$ cat src/rtl/rv_iret_trace_buf.sv
// Retired-instruction trace buffer: a circular FIFO of retirement records with
// sequence numbering, sticky overflow tracking and a saturating drop counter.
module rv_iret_trace_buf #(
    parameter int XLEN  = 32,
    parameter int FLEN  = 32,
    parameter int DEPTH = 8
) (
    input  logic                     clk,
    input  logic                     rst_n,
    input  logic                     iret,
    input  logic [XLEN-1:0]          iret_addr,
    input  logic [31:0]              iret_insn,
    input  logic [XLEN-1:0]          iret_ires,
    input  logic [FLEN-1:0]          iret_fres,
    input  logic                     flush,
    input  logic                     ovf_clr,
    output logic                     out_valid,
    input  logic                     out_ready,
    output logic [XLEN-1:0]          out_addr,
    output logic [31:0]              out_insn,
    output logic [XLEN-1:0]          out_ires,
    output logic [FLEN-1:0]          out_fres,
    output logic [63:0]              out_seq,
    output logic [$clog2(DEPTH):0]   count,
    output logic                     overflow,
    output logic [15:0]              drop_cnt,
    output logic [63:0]              instret
);

    localparam int PW = $clog2(DEPTH);
    localparam int CW = PW + 1;
    localparam logic [CW-1:0] FULL = CW'(DEPTH);

    typedef struct packed {
        logic [XLEN-1:0] addr;
        logic [31:0]     insn;
        logic [XLEN-1:0] ires;
        logic [FLEN-1:0] fres;
        logic [63:0]     seq;
    } entry_t;

    entry_t          mem_q [DEPTH];
    logic [PW-1:0]   wr_ptr_q, wr_ptr_d;
    logic [PW-1:0]   rd_ptr_q, rd_ptr_d;
    logic [CW-1:0]   count_q, count_d;
    logic            overflow_q, overflow_d;
    logic [15:0]     drop_cnt_q, drop_cnt_d;
    logic [63:0]     instret_q, instret_d;

    logic pop, push, drop, full;

    always_comb begin
        // NOTE: every next-state signal gets a default first so no path can infer a latch.
        wr_ptr_d   = wr_ptr_q;
        rd_ptr_d   = rd_ptr_q;
        count_d    = count_q;
        overflow_d = overflow_q;
        drop_cnt_d = drop_cnt_q;

        full = (count_q == FULL);
        pop  = (count_q != '0) && out_ready && !flush;
        push = iret && !flush && (!full || pop);
        drop = iret && !flush && full && !pop;

        if (flush) begin
            wr_ptr_d = '0;
            rd_ptr_d = '0;
            count_d  = '0;
        end else begin
            // Pointers are PW bits wide and DEPTH is a power of two, so they wrap naturally.
            if (push) wr_ptr_d = wr_ptr_q + 1'b1;
            if (pop)  rd_ptr_d = rd_ptr_q + 1'b1;
            case ({push, pop})
                2'b10:   count_d = count_q + 1'b1;
                2'b01:   count_d = count_q - 1'b1;
                default: count_d = count_q;
            endcase
        end

        instret_d = instret_q + {63'd0, iret};

        if (drop && drop_cnt_q != 16'hFFFF) drop_cnt_d = drop_cnt_q + 1'b1;

        // A drop in the same cycle as ovf_clr keeps the flag set.
        if (drop)         overflow_d = 1'b1;
        else if (ovf_clr) overflow_d = 1'b0;
    end

    // NOTE: control state uses non-blocking assignments and async reset; storage below does not.
    always_ff @(posedge clk or negedge rst_n) begin
        if (!rst_n) begin
            wr_ptr_q   <= '0;
            rd_ptr_q   <= '0;
            count_q    <= '0;
            overflow_q <= 1'b0;
            drop_cnt_q <= '0;
            instret_q  <= '0;
        end else begin
            wr_ptr_q   <= wr_ptr_d;
            rd_ptr_q   <= rd_ptr_d;
            count_q    <= count_d;
            overflow_q <= overflow_d;
            drop_cnt_q <= drop_cnt_d;
            instret_q  <= instret_d;
        end
    end

    // NOTE: storage is deliberately not reset; entries are only observable while count is non-zero.
    always_ff @(posedge clk) begin
        if (push) begin
            mem_q[wr_ptr_q] <= '{addr: iret_addr, insn: iret_insn, ires: iret_ires,
                                 fres: iret_fres, seq: instret_q};
        end
    end

    assign out_valid = (count_q != '0);
    assign out_addr  = mem_q[rd_ptr_q].addr;
    assign out_insn  = mem_q[rd_ptr_q].insn;
    assign out_ires  = mem_q[rd_ptr_q].ires;
    assign out_fres  = mem_q[rd_ptr_q].fres;
    assign out_seq   = mem_q[rd_ptr_q].seq;
    assign count     = count_q;
    assign overflow  = overflow_q;
    assign drop_cnt  = drop_cnt_q;
    assign instret   = instret_q;

endmodule

$ cat config.mk
export PLATFORM = sky130hd
export DESIGN_NAME = rv_iret_trace_buf
export DESIGN_NICKNAME = d
export VERILOG_FILES = /design/src/rtl/rv_iret_trace_buf.sv
export SDC_FILE = /design/constraint.sdc
export NUM_CORES = 1
export LEC_CHECK = 0
export ABC_CLOCK_PERIOD_IN_PS = 31900
export CORE_ASPECT_RATIO = 1.2
export CORE_MARGIN = 2
export CORE_UTILIZATION = 60
export CTS_CLUSTER_DIAMETER = 30
export DETAILED_ROUTE_END_ITERATION = 12
export PLACE_DENSITY_LB_ADDON = 0.05
export SLEW_MARGIN = 20
export SYNTH_ARGS = -nofsm -noshare
export SYNTH_HDL_FRONTEND = slang
export SYNTH_SLANG_ARGS = --single-unit
$ cat constraint.sdc
create_clock -name clk -period 31.9 [get_ports clk]
set_clock_uncertainty 0.1 [all_clocks]
set_input_delay 9.57 -clock clk [delete_from_list [all_inputs] [get_ports clk]]
set_output_delay 9.57 -clock clk [all_outputs]
set_load 0.05 [all_outputs]
* Word level (Yosys, flattened, before mapping)
Memories as Yosys holds them, arrays and structs flattened.
Cells that the tools add are included.
** Word-level totals
- Bits in registers :: 91
- Input bits :: 134
- Word-level logic and storage cells :: 43
- Output and inout bits :: 278
- Memories :: 1
- Memory bits (writable) :: 1536
** Memory list
- mem_q :: depth 8, bits a word 192, rd ports 1, clocked after memory_dff 0, write ports 1, line 42 : entry_t mem_q [DEPTH];
** Cells by class
- $add $sub $neg :: 6
- Reductions and logical operators :: 16
- Multiplexer cells :: 10
- Eq/ne operators :: 4
** Operators by type and width (number)
- $add A64 B1 Y64 :: 1
- $add A16 B1 Y16 const B :: 1
- $ne A16 B16 Y1 const B :: 1
- $mux W3 :: 4
- $pmux W4 S2 :: 1
- $logic_and A1 B1 Y1 :: 7
- $add A3 B1 Y3 const B :: 2
- $reduce_bool A2 Y1 :: 3
- $add A4 B1 Y4 const B :: 1
- $eq A4 B4 Y1 const B :: 1
- $mux W1 :: 4
- $mux W4 :: 1
- $reduce_bool A4 Y1 :: 1
- $sub A4 B1 Y4 const B :: 1
- $logic_not A1 Y1 :: 3
- $reduce_bool A3 Y1 :: 1
- $eq A2 B1 Y1 const B :: 1
- $eq A2 B2 Y1 const B :: 1
- $logic_or A1 B1 Y1 :: 1

* Depth between registers and ports, before layout
Gate-level depths: netlist of run 1.
- Depth in word-level cells :: 8
- Depth in mapped cells :: 10
- Mapped depth without buffers :: 8

* Least setup slack after synthesis of run 1
OpenSTA, ideal clock, no wires.
- Path type :: input to register
- Start :: input port iret
- End :: memory mem_q[4][0] (netlist name) (enable)
- Arrival :: 29.646 ns
- Library setup time :: 1.280 ns
- Setup slack :: 0.874 ns
- Stages :: 4
- Path through :: clkbuf_1 > nor2b_1 > nand2_1 > nor4b_1
** Between the ends
- Longest elaborated chain between the ends :: 4
** RTL lines
- start, declared :: line 10 : input logic iret,
- $logic_and A1 B1 Y1 (2 in series) :: line 62 : push = iret && !flush && (!full || pop);
- $mux W1 :: line 110 : if (push) begin
- $mux W1 (implied by the code) :: line 111 : mem_q[wr_ptr_q] <= '{addr: iret_addr, insn: iret_insn, ires: iret_ires,
- end, declared :: line 42
No other way between the ends.

* Worst setup path after layout of run 1
- Start :: register rd_ptr_q[1]
- End :: output port out_seq[58]
** Between the ends
- Longest elaborated chain between the ends :: 1
** RTL lines
- start, declared :: line 44 : logic [PW-1:0] rd_ptr_q, rd_ptr_d;
- start signal, assigned :: line 100 : rd_ptr_q <= rd_ptr_d;
- $mem_v2 Z8 W192
- end, declared :: line 23 : output logic [63:0] out_seq,
No other way between the ends.

==> results of run 1 <==
==> cells by family after synthesis <==
family                     share of synthesized area (%)
DFF                                                78.36
muxes                                              17.56
and+or+nand+nor                                    1.783
buffers and inverters                             0.8345
xor gates and xnor gates                           1.205
AOI/OAI and AO/OA                                 0.1215
adders and majority gates                         0.1418
==> layout make-up <==
cell class                      count  area share, %
Inverter                            5        0.02490
Clock inverter                    174          2.429
Antenna cell                        2       0.006641
Multi-Input combinational cell    884          17.12
Clock buffer                      260          7.854
Timing Repair Buffer              451          6.066
Sequential cell                  1627          64.24
Tap cell                         1365          2.266
==> per-layer routing <==
metal / routed length [µm] / GRT usage (%) / vias to the layer above
met5: 48 / 0 / -
met2: 66520 / 41.84 / 985
met4: 2572 / 7.192 / 8
li1: - / - / 12330
met1: 53080 / 34.85 / 15720
met3: 9204 / 6.195 / 188
==> power by group <==
group / internal [mW] / total (mW) / switching, mW
clock network: 1.57 / 2.49 / 0.920
logic: 0.548 / 1.28 / 0.735
registers: 2.38 / 2.42 / 0.0390
total: 4.51 / 6.20 / 1.69
==> synthesized netlist by cell type (all sizes together) <==
library cell	count	share of area [%]
a21o	1	0.012
a21oi	4	0.032
a311o	1	0.016
a31oi	1	0.010
and2	7	0.071
and3	14	0.14
and4	15	0.21
and4b	1	0.022
buf	46	0.37
clkbuf	72	0.44
dfrtp	91	3.7
edfxtp	1536	75
ha	7	0.14
inv	5	0.030
mux2	193	3.5
mux2i	2	0.032
mux4	384	14
nand2	41	0.25
nand2b	1	0.010
nand3	33	0.27
nand4	26	0.26
nand4b	1	0.014
nor2	26	0.16
nor2b	2	0.020
nor3	14	0.11
nor3b	3	0.036
nor4	13	0.15
nor4b	2	0.028
o21a	1	0.012
o21ai	3	0.024
o311ai	1	0.014
or3	1	0.010
or4	1	0.012
xnor2	50	0.71
xor2	35	0.50
==> worst register-to-register path, stage by stage, from the launching register on <==
cell     delay (ps)
dfrtp_1         480
nor3_1          150
nand3_1         200
nand2_1         200
nor4_2          200
buf_4           850
buf_4           780
buf_4           820
==> final timing paths <==
check	startpoint	to	slack, ps
hold / removal	drop_cnt[14]	drop_cnt[14]	410
max in group asynchronous	rst_n	rd_ptr_q[2]	21740
setup / recovery	rd_ptr_q[1]	out_seq[58]	16180
min in group asynchronous	rst_n	instret[39]	8600
hold reg to reg	drop_cnt[14]	drop_cnt[14]	410
setup reg to reg	count[1]	mem_q[0][173]	27690
==> per-stage QoR <==
stage | hold WS, ps | power (mW) | std cells | cell area [µm²]
after global routing | 428.4 | 6.406 | 4766 | 75360
after floorplan | 494.5 | 3.404 | 2634 | 61770
after CTS | 416.1 | 6.252 | 4764 | 75300
final | 414.4 | 6.200 | 4768 | 75370
after detailed placement | 399.2 | 3.756 | 4330 | 67550
after global placement | 387.5 | 3.743 | 4330 | 67550
==> state kept, by name, summed over array words and instances, names as in the netlist <==
signal,flops
count,4
drop_cnt,16
instret,64
mem_q,1536
overflow,1
rd_ptr_q,3
wr_ptr_q,3
==> run summary, run 1 <==
CP max-delay cell -> dfrtp_4
num rows -> 128
Setup Fix Bufs, Post-CTS -> 0
Filler cells -> 5,772
CP peak stage delay -> 970 ps
CTS tree -> yes
final worst slack -> 16,180 ps
Final nets -> 3,339
Register-to-Register Path Depth -> 7
H-tree depth -> 4
max_cap viols -> 0
Longest Clk Path Bufs -> 3
Final setup violation count -> 0
GPL Wtd Cong -> 0.7772
Area Overhead vs Synth -> 22.01%
f_max -> 63.61 MHz
vias in the first global route -> 31,430
Initial Util -> 60.64%
total die area -> 0.1055 mm²
clk_lat worst skew -> 800 ps
Root Buffer -> clkbuf_16
Yosys reg bits -> 1,627
Ports -> 412
Post-DRT Antenna Nets -> 0
Power Dens Cells -> 82.26 mW/mm²
pre-CTS setup slack -> 17,000 ps
Syn Std Cell Area -> 0.06177 mm²
synthesized area per cell -> 23.45 µm²
GR Overflow Total -> 0
post-CTS sizing -> 0
core area -> 0.1019 mm²
CP startpoint kind -> flip-flop
IO buf count -> 411
crit end category -> output port
area occupied by multi-input gates -> 0.01290 mm²
FF+latch area -> 0.04841 mm²
first-iteration detailed-routing DRC count -> 2,249
DIE HEIGHT -> 355.5 µm
Arr. time, crit path -> 6050 ps
Mapped Cells -> 2,634
CP Class -> reg -> out
crit path buf inv count -> 4
min Tclk post-route -> 15,720 ps
critical path depth in cells -> 6
WHS Path Cells -> 1
total CTS buffers -> 229
Post-Syn Nets -> 2,775
CP required -> 22,230 ps
final wirelength -> 131,400 µm
outcome -> complete, no violations
post-route setup TNS -> 0 ps
Final Util -> 73.99%
clock-pin slew of the registers on the worst-case setup and hold paths -> 60 ps
Worst IR Drop VDD -> 0.07097 mV
RSZ-0062 raised after global routing -> no
pin count of the biggest net entering global routing -> 156
Die Wd -> 296.9 µm
most frequent cells in the layout -> 1,536 x edfxtp_1, 410 x clkdlybuf4s50_1, 384 x mux4_2, 231 x clkbuf_16, 192 x mux2_2
Vias -> 29,230
first-pass GRT wire length -> 198,200 µm
hold_buf cts -> 0
final hold viol count -> 0
final max-slew violation count -> 0
Num Clock Sinks -> 1,627
synth warn -> 0
post-synth cell types -> 40
crit path max fanout -> 155
hold crit path type -> reg -> reg
Least-Margin Pin Slew -> 1084 ps
crit-path cells -> buf_4 -> buf_12 -> buf_4 -> mux4_2 -> mux2_2 -> clkdlybuf4s50_1
antenna violations before repair -> 6
CP delay by family, top -> buffers and inverters
worst rel slew slack -> 27.75%
Static Leak -> 24.60 nW
crit-path most repeated cell -> buf_4
register area share after synthesis -> 78.36%
crit share post-route -> 49.28%
WL per Instance -> 27.56 µm
Detail Placement HPWL -> 69,790 µm
drt drc -> 0
layout cell share with drive strength beyond 1 -> 29.55%
global-route usage over all layers -> 25.51%
DR vias/cell -> 6.130
commonest non-fill, non-tap cell in the layout -> edfxtp_1
router iterations before antenna repair -> 5
(Power assumes the default switching activity.)
==> run 2, diff against run 1 <==
ABC_CLOCK_PERIOD_IN_PS = 15800   (was 31900)
CORE_UTILIZATION = 59   (was 60)
clock period = 15.8 ns   (was 31.9 ns; I/O delays follow)
==> run summary, run 2 (synthesis gave the netlist of run 1 again) <==
Final setup violation count -> 0
vias in the first global route -> 31,800
Detail Placement HPWL -> 69,340 µm
crit end category -> output port
Ports -> 412
Root Buffer -> clkbuf_16
final worst slack -> 5924 ps
Post-DRT Antenna Nets -> 0
first-iteration detailed-routing DRC count -> 2,356
clk_lat worst skew -> 860 ps
outcome -> complete, no violations
GPL Wtd Cong -> 0.7352
crit path max fanout -> 105
Setup Fix Bufs, Post-CTS -> 0
drt drc -> 0
hold crit path type -> reg -> reg
CTS tree -> yes
DIE HEIGHT -> 358.5 µm
Power Dens Cells -> 173.2 mW/mm²
Arr. time, crit path -> 5040 ps
router iterations before antenna repair -> 5
min Tclk post-route -> 9876 ps
antenna violations before repair -> 7
pin count of the biggest net entering global routing -> 168
core area -> 0.1043 mm²
Area Overhead vs Synth -> 24.45%
Longest Clk Path Bufs -> 4
most frequent cells in the layout -> 1,536 x edfxtp_1, 410 x clkdlybuf4s50_1, 384 x mux4_2, 287 x clkbuf_16, 192 x mux2_2
pre-CTS setup slack -> 6521 ps
CP startpoint kind -> flip-flop
commonest non-fill, non-tap cell in the layout -> edfxtp_1
clock-pin slew of the registers on the worst-case setup and hold paths -> 60 ps
worst hold slack -> 404.6 ps
max_cap viols -> 0
DR vias/cell -> 6.067
Vias -> 29,350
Num Clock Sinks -> 1,627
Least-Margin Pin Slew -> 1445 ps
WL per Instance -> 27.92 µm
largest register by flop count -> mem_q
Die Wd -> 299.4 µm
post-CTS sizing -> 0
f_max -> 101.3 MHz
total CTS buffers -> 278
final hold viol count -> 0
layout cell share with drive strength beyond 1 -> 30.48%
num rows -> 130
hold_buf cts -> 0
H-tree depth -> 5
CP Class -> reg -> out
final wirelength -> 135,100 µm
post-route setup TNS -> 0 ps
crit share post-route -> 62.50%
first-pass GRT wire length -> 200,700 µm
total die area -> 0.1073 mm²
IO buf count -> 411
Initial Util -> 59.25%
max reg flops -> 1,536
CP required -> 10,960 ps
Worst IR Drop VDD -> 0.2021 mV
worst rel slew slack -> 3.660%
RSZ-0062 raised after global routing -> no
global-route usage over all layers -> 25.69%
final max-slew violation count -> 0
Final nets -> 3,388
Static Leak -> 25.29 nW
GR Overflow Total -> 0
-- run 2: changes by cell type in the layout (fill, tap and decap cells not counted), sizes merged --
cell,before,now
clkinvlp,20,23
clkbuf,260,322
diode,2,7
clkinv,95,72
bufinv,29,31
-- run 2: report_power, final --
group,internal [mW],switching (mW)
Clock,3.84,1.98
Combinational,1.11,1.49
Sequential,4.82,0.0817
-- run 2: stage by stage --
stage	power [mW]	instance area [µm²]	utilization, %	instances
4_1_cts	13.44	76800	73.66	4829
2_1_floorplan	6.847	61840	-	2634
6_report	13.32	76880	73.73	4838
3_3_place_gp	7.560	67640	64.87	4351
3_5_place_dp	7.589	67640	64.87	4351
5_1_grt	13.74	76870	73.72	4834
-- run 2: layer usage --
metal	GRT usage [%]	part of all wire, %	up-vias
li1	-	-	12430
met3	6.430	7.6	237
met5	0	0.026	-
met4	9.010	2.7	6
met1	33.90	39	15600
met2	42.38	50	1078
-- run 2: critical path: stages (launching register included) --
cell and delay [ps]:
dfrtp_4 760, buf_4 760, buf_12 580, mux4_2 610, mux2_2 280, clkdlybuf4s50_1 830
-- run 2: path summary, 6_finish.rpt --
path                         startpoint      endpoint  slack, ps  depth (start not counted)
setup / recovery            rd_ptr_q[0]   out_seq[55]       5920                          5
hold / removal             drop_cnt[14]  drop_cnt[14]        400                          1
setup reg to reg               count[0]  mem_q[7][77]      12010                          6
hold reg to reg            drop_cnt[14]  drop_cnt[14]        400                          1
max in group asynchronous         rst_n   rd_ptr_q[1]      10470                          2
min in group asynchronous         rst_n   instret[38]       3690                          1
-- run 2: area by class of cell --
type	instances	area, µm²
Clock inverter	156	1832
Fill cell	5861	27390
Multi-Input combinational cell	884	12950
Sequential cell	1627	48410
Clock buffer	322	7333
Timing Repair Buffer	451	4577
Tap cell	1386	1734
Inverter	5	18.77
Antenna cell	7	17.52
==> run 3, diff against run 2 <==
ABC_CLOCK_PERIOD_IN_PS = 8300   (was 15800)
CORE_UTILIZATION = 53   (was 59)
clock period = 8.3 ns   (was 15.8 ns; I/O delays follow)
==> run summary, run 3 (synthesis gave the netlist of run 1 again) <==
Final setup violation count -> 0
WL per Instance -> 27.07 µm
crit path max fanout -> 44
CP peak stage delay -> 1120 ps
GR Overflow Total -> 0
clk_lat worst skew -> 860 ps
CP max-delay cell -> dfrtp_4
post-CTS sizing -> 0
Arr. time, crit path -> 4170 ps
worst rel slew slack -> 29.48%
Initial Util -> 53.31%
hold crit path type -> reg -> reg
router iterations before antenna repair -> 5
crit path buf inv count -> 2
crit-path cells -> buf_4 -> mux4_2 -> mux2_2 -> clkdlybuf4s50_1
Longest Clk Path Bufs -> 4
first-iteration detailed-routing DRC count -> 2,149
crit share post-route -> 81.40%
Ports -> 412
largest register by flop count -> mem_q
Area Overhead vs Synth -> 26.55%
total CTS buffers -> 299
antenna violations before repair -> 9
Least-Margin Pin Slew -> 1058 ps
Die Wd -> 315.6 µm
num rows -> 137
Post-DRT Antenna Nets -> 0
RSZ-0062 raised after global routing -> no
IO buf count -> 411
commonest non-fill, non-tap cell in the layout -> edfxtp_1
Post-DP Area -> 0.06804 mm²
CP required -> 5710 ps
max_cap viols -> 0
f_max -> 148.0 MHz
min Tclk post-route -> 6756 ps
most frequent cells in the layout -> 1,536 x edfxtp_1, 410 x clkdlybuf4s50_1, 384 x mux4_2, 310 x clkbuf_16, 192 x mux2_2
final hold viol count -> 0
vias in the first global route -> 32,060
CP delay by family, top -> buffers and inverters
CTS tree -> yes
final wirelength -> 135,900 µm
Root Buffer -> clkbuf_16
total die area -> 0.1193 mm²
hold_buf cts -> 0
Static Leak -> 25.78 nW
Final Util -> 67.46%
crit end category -> output port
layout cell share with drive strength beyond 1 -> 31.57%
Detail Placement HPWL -> 69,100 µm
max reg flops -> 1,536
post-route design area -> 0.07817 mm²
Worst IR Drop VDD -> 0.2571 mV
Vias -> 29,360
CP startpoint kind -> flip-flop
GPL Wtd Cong -> 0.7439
global-route usage over all layers -> 23.27%
core area -> 0.1159 mm²
first-pass GRT wire length -> 202,100 µm
H-tree depth -> 5
DR vias/cell -> 5.847
Setup Fix Bufs, Post-CTS -> 0
DIE HEIGHT -> 378.0 µm
Final nets -> 3,406
drt drc -> 0
final max-slew violation count -> 0
clock-pin slew of the registers on the worst-case setup and hold paths -> 50 ps
Num Clock Sinks -> 1,627
CP Class -> reg -> out
Power Dens Cells -> 336.9 mW/mm²
outcome -> complete, no violations
pin count of the biggest net entering global routing -> 134
-- run 3: cell types whose count changed in the layout (fill, tap and decap cells not counted), moves of 5 or more --
| cell | delta |
|---|---|
| clkinv_2 | +5 |
| buf_12 | +17 |
| buf_4 | -18 |
| clkinvlp_4 | +6 |
| clkbuf_16 | +23 |
| clkinv_4 | +17 |
| bufinv_16 | +11 |
-- run 3: layout make-up --
class                      instances  area [µm²]
tap                             1529        1913
antenna                            8       20.02
multi-input combinational        884       12970
clock buffer                     339        7866
fill                            7376       37710
clock inverter                   181        2241
inverter                           5       18.77
sequential                      1627       48410
timing repair buffer             448        4727
-- run 3: metrics by stage --
| stage | std cells | setup slack [ps] | total power, mW | setup TNS [ps] | hold WS [ps] |
|---|---|---|---|---|---|
| CTS | 5013 | 1395 | 26.64 | 0 | 401.9 |
| detailed placement | 4493 | 2345 | 14.54 | 0 | 386.5 |
| global route | 5017 | 1301 | 27.22 | 0 | 423.9 |
| floorplan | 2634 | -1300 | 13.03 | -882970 | 533.5 |
| global placement | 4493 | 2430 | 14.47 | 0 | 390.0 |
| finish | 5021 | 1544 | 26.33 | 0 | 409.1 |
-- run 3: worst paths after layout --
path                            slack [ps]      endpoint  cells after the start        start
worst min-delay path                   410   drop_cnt[6]                      1  drop_cnt[6]
min in group asynchronous             1530   instret[30]                      1        rst_n
max in group asynchronous             5420   rd_ptr_q[1]                      2        rst_n
worst max register to register        5070   instret[50]                      7   instret[0]
worst max-delay path                  1540  out_addr[19]                      4  rd_ptr_q[0]
worst min register to register         410   drop_cnt[6]                      1  drop_cnt[6]
-- run 3: metal layers --
| metal | routed length, µm | global-route usage, % | part of all wire [%] | up-vias |
|---|---|---|---|---|
| li1 | - | - | - | 12510 |
| met1 | 54750 | 30.68 | 40 | 15700 |
| met2 | 68140 | 37.66 | 50 | 957 |
| met3 | 10540 | 6.867 | 7.8 | 185 |
| met4 | 2478 | 7.279 | 1.8 | 4 |
| met5 | 24 | 0 | 0.018 | - |
-- run 3: worst reg2reg max path, stage by stage (launching register included) --
cell and delay, ps:
dfrtp_1 530, ha_1 260, ha_1 210, and4_1 390, nand4_1 420, nor4_2 810, nand3_1 200, xnor2_1 160
-- run 3: power breakdown --
group / total, mW / internal, mW / leakage [nW] / switching (mW)
registers: 9.37 / 9.17 / 15.6 / 0.198
logic: 4.94 / 2.13 / 5.36 / 2.81
clock network: 12.0 / 8.12 / 4.86 / 3.90
total: 26.3 / 19.4 / 25.8 / 6.91
